## src/rtl/alu_pkg.sv

```systemverilog
// Shared ALU definitions: logic op codes and arbiter FSM state encodings,
// reused by the pipeline's ALU decoder.
package alu_pkg;

  localparam int unsigned OP_W    = 2;
  localparam int unsigned STATE_W = 2;

  typedef enum logic [OP_W-1:0] {
    OP_OR  = 2'b00,
    OP_AND = 2'b01,
    OP_XOR = 2'b10,
    OP_NOR = 2'b11
  } alu_op_e;

  typedef enum logic [STATE_W-1:0] {
    ST_IDLE = 2'b00,
    ST_EXEC = 2'b01,
    ST_RESP = 2'b10
  } arb_state_e;

endpackage

```

## src/rtl/logic_unit_64bit.sv

```systemverilog
// Purely combinational bitwise logic unit.
// Ports: a, b - operands; op - operation select; out - bitwise result.
module logic_unit_64bit
  import alu_pkg::*;
#(
  parameter int unsigned WIDTH = 64
) (
  input  logic [WIDTH-1:0] a,
  input  logic [WIDTH-1:0] b,
  input  alu_op_e          op,
  output logic [WIDTH-1:0] out
);

  always_comb begin
    out = '0;
    case (op)
      OP_OR:   out = a | b;
      OP_AND:  out = a & b;
      OP_XOR:  out = a ^ b;
      OP_NOR:  out = ~(a | b);
      default: out = '0;
    endcase
  end

endmodule

```

## src/rtl/logic_unit_arbiter.sv

```systemverilog
// Two-requester round-robin front end for a single bitwise logic unit.
// One operation in flight: IDLE accepts, EXEC computes, RESP holds the
// result until the consumer takes it.
// Ports: clk, rst (async, active-high); req0_*/req1_* valid/ready/op/a/b
// request channels; rsp_valid/rsp_ready/rsp_id/rsp_data result channel;
// busy (FSM not idle); op_count (saturating count of consumed results).
module logic_unit_arbiter
  import alu_pkg::*;
#(
  parameter int unsigned WIDTH = 64,
  parameter int unsigned CNT_W = 16
) (
  input  logic             clk,
  input  logic             rst,
  input  logic             req0_valid,
  output logic             req0_ready,
  input  logic [1:0]       req0_op,
  input  logic [WIDTH-1:0] req0_a,
  input  logic [WIDTH-1:0] req0_b,
  input  logic             req1_valid,
  output logic             req1_ready,
  input  logic [1:0]       req1_op,
  input  logic [WIDTH-1:0] req1_a,
  input  logic [WIDTH-1:0] req1_b,
  output logic             rsp_valid,
  input  logic             rsp_ready,
  output logic             rsp_id,
  output logic [WIDTH-1:0] rsp_data,
  output logic             busy,
  output logic [CNT_W-1:0] op_count
);

  arb_state_e       state_q, state_d;
  logic             last_grant_q, last_grant_d;
  logic             gnt_q, gnt_d;
  alu_op_e          op_q, op_d;
  logic [WIDTH-1:0] a_q, a_d;
  logic [WIDTH-1:0] b_q, b_d;
  logic [WIDTH-1:0] rsp_data_q, rsp_data_d;
  logic             rsp_id_q, rsp_id_d;
  logic             rsp_valid_q, rsp_valid_d;
  logic             busy_q, busy_d;
  logic [CNT_W-1:0] cnt_q, cnt_d;

  logic             any_valid_c;
  logic             grant_c;
  logic             idle_c;
  logic [WIDTH-1:0] result_c;

  assign any_valid_c = req0_valid | req1_valid;
  assign idle_c      = (state_q == ST_IDLE);

  // Lone requester wins; on a tie the requester that did not win last time.
  always_comb begin
    grant_c = req1_valid;
    if (req0_valid && req1_valid) begin
      grant_c = ~last_grant_q;
    end
  end

  // Ready is combinational so acceptance happens in the same IDLE cycle.
  assign req0_ready = !rst && idle_c && req0_valid && !grant_c;
  assign req1_ready = !rst && idle_c && req1_valid && grant_c;

  logic_unit_64bit #(
    .WIDTH(WIDTH)
  ) u_logic (
    .a  (a_q),
    .b  (b_q),
    .op (op_q),
    .out(result_c)
  );

  // Next-state and datapath updates.
  always_comb begin
    state_d      = state_q;
    last_grant_d = last_grant_q;
    gnt_d        = gnt_q;
    op_d         = op_q;
    a_d          = a_q;
    b_d          = b_q;
    rsp_data_d   = rsp_data_q;
    rsp_id_d     = rsp_id_q;
    cnt_d        = cnt_q;

    case (state_q)
      ST_IDLE: begin
        if (any_valid_c) begin
          gnt_d        = grant_c;
          last_grant_d = grant_c;
          op_d         = grant_c ? alu_op_e'(req1_op) : alu_op_e'(req0_op);
          a_d          = grant_c ? req1_a : req0_a;
          b_d          = grant_c ? req1_b : req0_b;
          state_d      = ST_EXEC;
        end
      end
      ST_EXEC: begin
        rsp_data_d = result_c;
        rsp_id_d   = gnt_q;
        state_d    = ST_RESP;
      end
      ST_RESP: begin
        if (rsp_ready) begin
          state_d = ST_IDLE;
          if (cnt_q != {CNT_W{1'b1}}) begin
            cnt_d = cnt_q + CNT_W'(1);
          end
        end
      end
      default: state_d = ST_IDLE;
    endcase

    rsp_valid_d = (state_d == ST_RESP);
    busy_d      = (state_d != ST_IDLE);
  end

  // State and output registers.
  always_ff @(posedge clk or posedge rst) begin
    if (rst) begin
      state_q      <= ST_IDLE;
      last_grant_q <= 1'b1;
      gnt_q        <= 1'b0;
      op_q         <= OP_OR;
      a_q          <= '0;
      b_q          <= '0;
      rsp_data_q   <= '0;
      rsp_id_q     <= 1'b0;
      rsp_valid_q  <= 1'b0;
      busy_q       <= 1'b0;
      cnt_q        <= '0;
    end else begin
      state_q      <= state_d;
      last_grant_q <= last_grant_d;
      gnt_q        <= gnt_d;
      op_q         <= op_d;
      a_q          <= a_d;
      b_q          <= b_d;
      rsp_data_q   <= rsp_data_d;
      rsp_id_q     <= rsp_id_d;
      rsp_valid_q  <= rsp_valid_d;
      busy_q       <= busy_d;
      cnt_q        <= cnt_d;
    end
  end

  assign rsp_valid = rsp_valid_q;
  assign rsp_id    = rsp_id_q;
  assign rsp_data  = rsp_data_q;
  assign busy      = busy_q;
  assign op_count  = cnt_q;

endmodule

```

## config.mk

```make
export PLATFORM = sky130hd
export DESIGN_NAME = logic_unit_arbiter
export DESIGN_NICKNAME = d
export VERILOG_FILES = /design/src/rtl/alu_pkg.sv /design/src/rtl/logic_unit_64bit.sv /design/src/rtl/logic_unit_arbiter.sv
export SDC_FILE = /design/constraint.sdc
export NUM_CORES = 1
export LEC_CHECK = 0
export ABC_AREA = 1
export BUFFER_PORTS_ARGS = -buffer_cell sky130_fd_sc_hd__buf_2
export CORE_MARGIN = 2
export CORE_UTILIZATION = 25
export CTS_CLUSTER_DIAMETER = 40
export DETAILED_ROUTE_END_ITERATION = 6
export GPL_ROUTABILITY_DRIVEN = 0
export PLACE_DENSITY = 0.43
export SLEW_MARGIN = 20
export SYNTH_ARGS = -nofsm -noshare
export SYNTH_HDL_FRONTEND = slang
export SYNTH_HIERARCHICAL = 1
export SYNTH_SLANG_ARGS = --single-unit
export TNS_END_PERCENT = 100
```

## constraint.sdc

```tcl
create_clock -name clk -period 7.7 [get_ports clk]
set_clock_uncertainty 0.2 [all_clocks]
set_input_delay 1.54 -clock clk [delete_from_list [all_inputs] [get_ports clk]]
set_output_delay 1.54 -clock clk [all_outputs]
set_load 0.02 [all_outputs]
```

======== Yosys cells after proc, flatten, opt, wreduce, memory -nomap -nowiden ========
Cells that the tools add are included.
storage, ports and cells
  bits in registers ....................... 217
  bits of input ports ..................... 265
  output and inout port bits .............. 85
  logic and storage cells ................. 46
cells by class
  add/sub/neg operators ................... 1
  equal/unequal tests ..................... 7
  mux-type cells .......................... 8
  bitwise operators ....................... 6
  reduce and logical (&&, ||, !) cells .... 13
operator list
  operator                                       number
  one-hot mux 64 bit (4 select lines)            1
  two-way mux 64 bit                             2
  bitwise AND 64 bit                             1
  inverter 64 bit                                1
  OR 64 bit                                      1
  XOR 64 bit                                     1
  adder 16 x 1 -> 16 bit, second input constant  1
  != test 16 bit, second input constant          1
  == test 2 bit, second input constant           4
  logical AND 1 bit                              6
  two-way mux 2 bit                              3
  one-hot mux 2 bit (3 select lines)             1
  == test 2 x 1 -> 1 bit, second input constant  2
  logical NOT 2 bit                              2
  AND reduction 3 bit                            1
  logical NOT 1 bit                              2
  AND reduction 2 bit                            1
  nonzero test 2 bit                             1
  two-way mux 1 bit                              1
  inverter 1 bit                                 1
  OR 1 bit                                       1

======== Logic depth before layout (Yosys ltp) ========
  word-level depth ........................ 4
  depth in mapped cells ................... 10
  gate-level depth less buffers ........... 9

======== Modules after synthesis ========
Netlist, hierarchy kept.
modules (own cells, without submodules)
  module              times used  cells each  area each (um^2)  seq. area each (um^2)
  logic_unit_arbiter  1           1029        9474.1            5431.5
  logic_unit_64bit    1           689         4309.1            0.0

======== Worst setup path before layout ========
No wires, ideal clock.
  path kind ............................... input -> output
  start point ............................. input rst
  end point ............................... output req0_ready
  data arrival time ....................... 6.741 ns
  data required time ...................... 5.960 ns
  path slack .............................. -0.781 ns
  stages on the path ...................... 3
  buffers on the path ..................... 0
  path through ............................ inv_1 -> nand3_1 -> nor2_1
on the way
  cells in the longest elaborated chain, start to end .. 4
ends and longest elaborated chain
  what                             RTL line                  source
  from (decl)                      logic_unit_arbiter.sv:14  input logic rst,
  logical NOT 1 bit (no line)      --
  logical AND 1 bit (3 in series)  logic_unit_arbiter.sv:62  assign req0_ready = !rst && idle_c && req0_valid && !grant_c;
  to (decl)                        logic_unit_arbiter.sv:16  output logic req0_ready,
No other way between the ends.

======== Worst setup path after layout ========
  start point ............................. input req0_valid
  end point ............................... output req1_ready
on the way
  cells in the longest elaborated chain, start to end .. 3
ends and longest elaborated chain
  what               RTL line                  source
  from (decl)        logic_unit_arbiter.sv:15  input logic req0_valid,
  logical AND 1 bit  logic_unit_arbiter.sv:56  if (req0_valid && req1_valid) begin
  two-way mux 1 bit  logic_unit_arbiter.sv:56
  logical AND 1 bit  logic_unit_arbiter.sv:63  assign req1_ready = !rst && idle_c && req1_valid && grant_c;
  to (decl)          logic_unit_arbiter.sv:21  output logic req1_ready,
No other way between the ends.

==> flow_summary.json <==
{
  "status": "complete, no violations",
  "fin_tns_setup_ps": 0,
  "required_ps": 5960,
  "fin_crit_sh_pct": 66.2,
  "max_freq_ghz": 0.196,
  "htreeDepth": 2,
  "slowest_delay_ps": 690,
  "slew_headroom_pct": 34.3,
  "crit_arrival_ps": 3350,
  "die_w_um": 239,
  "antenna_left": 0,
  "p_per_area_nw_per_um2": 445,
  "worstPathCellList": "buf_2, nand2_1, nand2_4, inv_4, nand2_1, nor2_1, buf_2",
  "hold_ws_ps": 288,
  "final_cell_mix": "buf_2, nand2_1, nand3_1, dfrtp_1, inv_1",
  "grt-ovfl-total": 0,
  "antenna_found_initial": 4,
  "ir_drop_mv": 0.155,
  "cts_setup_buffers": 0,
  "initial_core_util_pct": 25.2,
  "synth-seq-cells": 217,
  "area_growth_pct": 28.5,
  "max-cap-violations": 0,
  "hold_violations": 0,
  "period_minus_slack_ps": 5090,
  "post_drt_wl_per_cell_um": 16.6,
  "route.vias.total": 12868,
  "cts_resized": 0,
  "syn-cell-area_um2": 13800,
  "grt_util_all_layers_pct": 16.0,
  "ios": 350,
  "clkTransAtPathRegs_ps": 50,
  "slew_viol_final": 0,
  "holdBufCountCts": 0,
  "ys_top_cells_by_area": "dfrtp_1, ha_1, nand3_1",
  "via_per_inst": 4.64,
  "grt_pass1_wl_mm": 71.4,
  "synth-seq-area-share_pct": 39.4,
  "yosysTopAreaCell": "dfrtp_1",
  "synth_top_area_share_pct": 39.2,
  "drt_pass1_iterations": 4,
  "worstMarginPinSlew_ps": 986,
  "root_buffer": "clkbuf_16",
  "rsz0062_at_grt": "no",
  "syn_inst": 1718,
  "r2r_slack_ps": 4600,
  "ctsLongestPathBuffers": 3,
  "io_buffers": 349,
  "crit_type": "in -> out",
  "cts_made_buffers": 52,
  "rows": 86,
  "layout_commonest_cell": "buf_2",
  "drt-initial-drc-count": 672,
  "critPathLaunch": "req0_valid",
  "nets": 2419,
  "grt_pass1_vias": 12906,
  "crit_fanout": 65,
  "synth.avg_cell_area_um2": 8.02,
  "cts_sinks": 217,
  "critPathCaptureType": "output port",
  "drive_gt1_share_pct": 26.0,
  "cts_tree": "done",
  "syn_nets": 2112,
  "drt_wl_total_mm": 46.0,
  "hold_class": "reg -> reg",
  "clkLatencyLatePin_ps": 580,
  "dp_hpwl_mm": 29.9,
  "core_area_um2": 54800,
  "critPathSlowestCell": "inv_4",
  "grt_max_degree": 85,
  "timing.rr.start": "state_q[0]$_DFF_PP0_",
  "p_leak_nw": 8.88,
  "yosys_warnings": 6,
  "setup_violations": 0,
  "cp-start-kind": "input pin",
  "drc": 0,
  "die-area_um2": 57000,
  "fp.dieH_um": 239,
  "min_from": "last_grant_q$_DFFE_PP1P_",
  "ys_types": 27
}
[per-layer routing]
layer / vias to the layer above / GRT usage, % / routed length (um)
met2: 348 / 26.4 / 21400
met4: 2 / 6.21 / 1540
met1: 6135 / 20.4 / 20300
li1: 6293 / - / -
met5: - / 0 / 13
met3: 90 / 3.43 / 2740
[area by class of cell]
class,instances,area (um^2)
diodes,4,10.0
clock buffers,63,1430
clock inverters,31,392
fillers,5802,37100
inverters,219,833
multi-input cells,1171,6850
flip-flops and latches,217,5440
well taps,704,881
repair buffers,364,1860
[critical path: cells and delay by family]
kind / cells / cell delay, ps
buffers and inverters: 3 / 990
and+or+nand+nor: 4 / 800
[cells by family after synthesis]
logic type	after synthesis	synth area share, %
multiplexers	64	5.23
adder cells (fa/ha/maj)	129	11.7
AO/OA/AOI/OAI	265	9.65
XOR/XNOR	2	0.127
AND/OR/NAND/NOR	711	22.9
flip-flops	217	39.4
buffers and inverters	330	11.0
[through the flow]
stage                     total power [W]  worst slack, ps  instance area (um^2)  util (%)  std cells
after global placement            0.00557             2540                 15900      29.0       2675
after detailed placement          0.00569             2560                 15900      29.0       2675
after global routing              0.00860             2360                 17700      32.3       2771
after floorplan                   0.00464              799                 13800         -       1718
final                             0.00788             2610                 17700      32.3       2773
after CTS                         0.00805             2550                 17700      32.3       2769
[Yosys cell counts]
| cell | count |
|---|---|
| buf_2 | 54 |
| buf_6 | 22 |
| inv_1 | 214 |
| clkinv_1 | 1 |
| and2_1 | 1 |
| o21ai_0 | 181 |
| xor2_1 | 2 |
| nand2_2 | 3 |
| ha_1 | 129 |
| nor2_2 | 3 |
| o21ai_1 | 83 |
| nor2_4 | 3 |
| nor2_1 | 150 |
| or2_1 | 1 |
| clkbuf_1 | 22 |
| nand3b_1 | 2 |
| nand2_1 | 267 |
| inv_2 | 4 |
| nand4_1 | 65 |
| dfrtp_1 | 216 |
| buf_4 | 12 |
| mux2_2 | 63 |
| clkbuf_2 | 1 |
| o21ai_2 | 1 |
| nand3_1 | 216 |
| mux2_1 | 1 |
| dfstp_2 | 1 |
[power breakdown]
| part | internal (W) | leakage (nW) | switching (W) | total [W] |
|---|---|---|---|---|
| Sequential | 0.00170 | 2.67 | 0.000495 | 0.00220 |
| Clock | 0.00156 | 0.887 | 0.000736 | 0.00229 |
| Combinational | 0.00125 | 5.33 | 0.00213 | 0.00339 |
| Total | 0.00451 | 8.88 | 0.00337 | 0.00788 |
[sequential cells by signal, summed over array words and instances (netlist names), 2 cells and up]
name / count
a_q: 64
op_q: 2
state_q: 2
op_count: 16
b_q: 64
rsp_data: 64
[path summary, 6_finish.rpt]
path / cells after the start / end
min in group asynchronous: 2 / b_q[58]$_DFFE_PP0P_
max in group asynchronous: 4 / op_q[0]$_DFFE_PP0P_
worst max-delay path: 7 / req1_ready
worst min register to register: 2 / last_grant_q$_DFFE_PP1P_
worst max register to register: 7 / a_q[36]$_DFFE_PP0P_
worst min-delay path: 2 / last_grant_q$_DFFE_PP1P_
(Power assumes the default switching activity.)
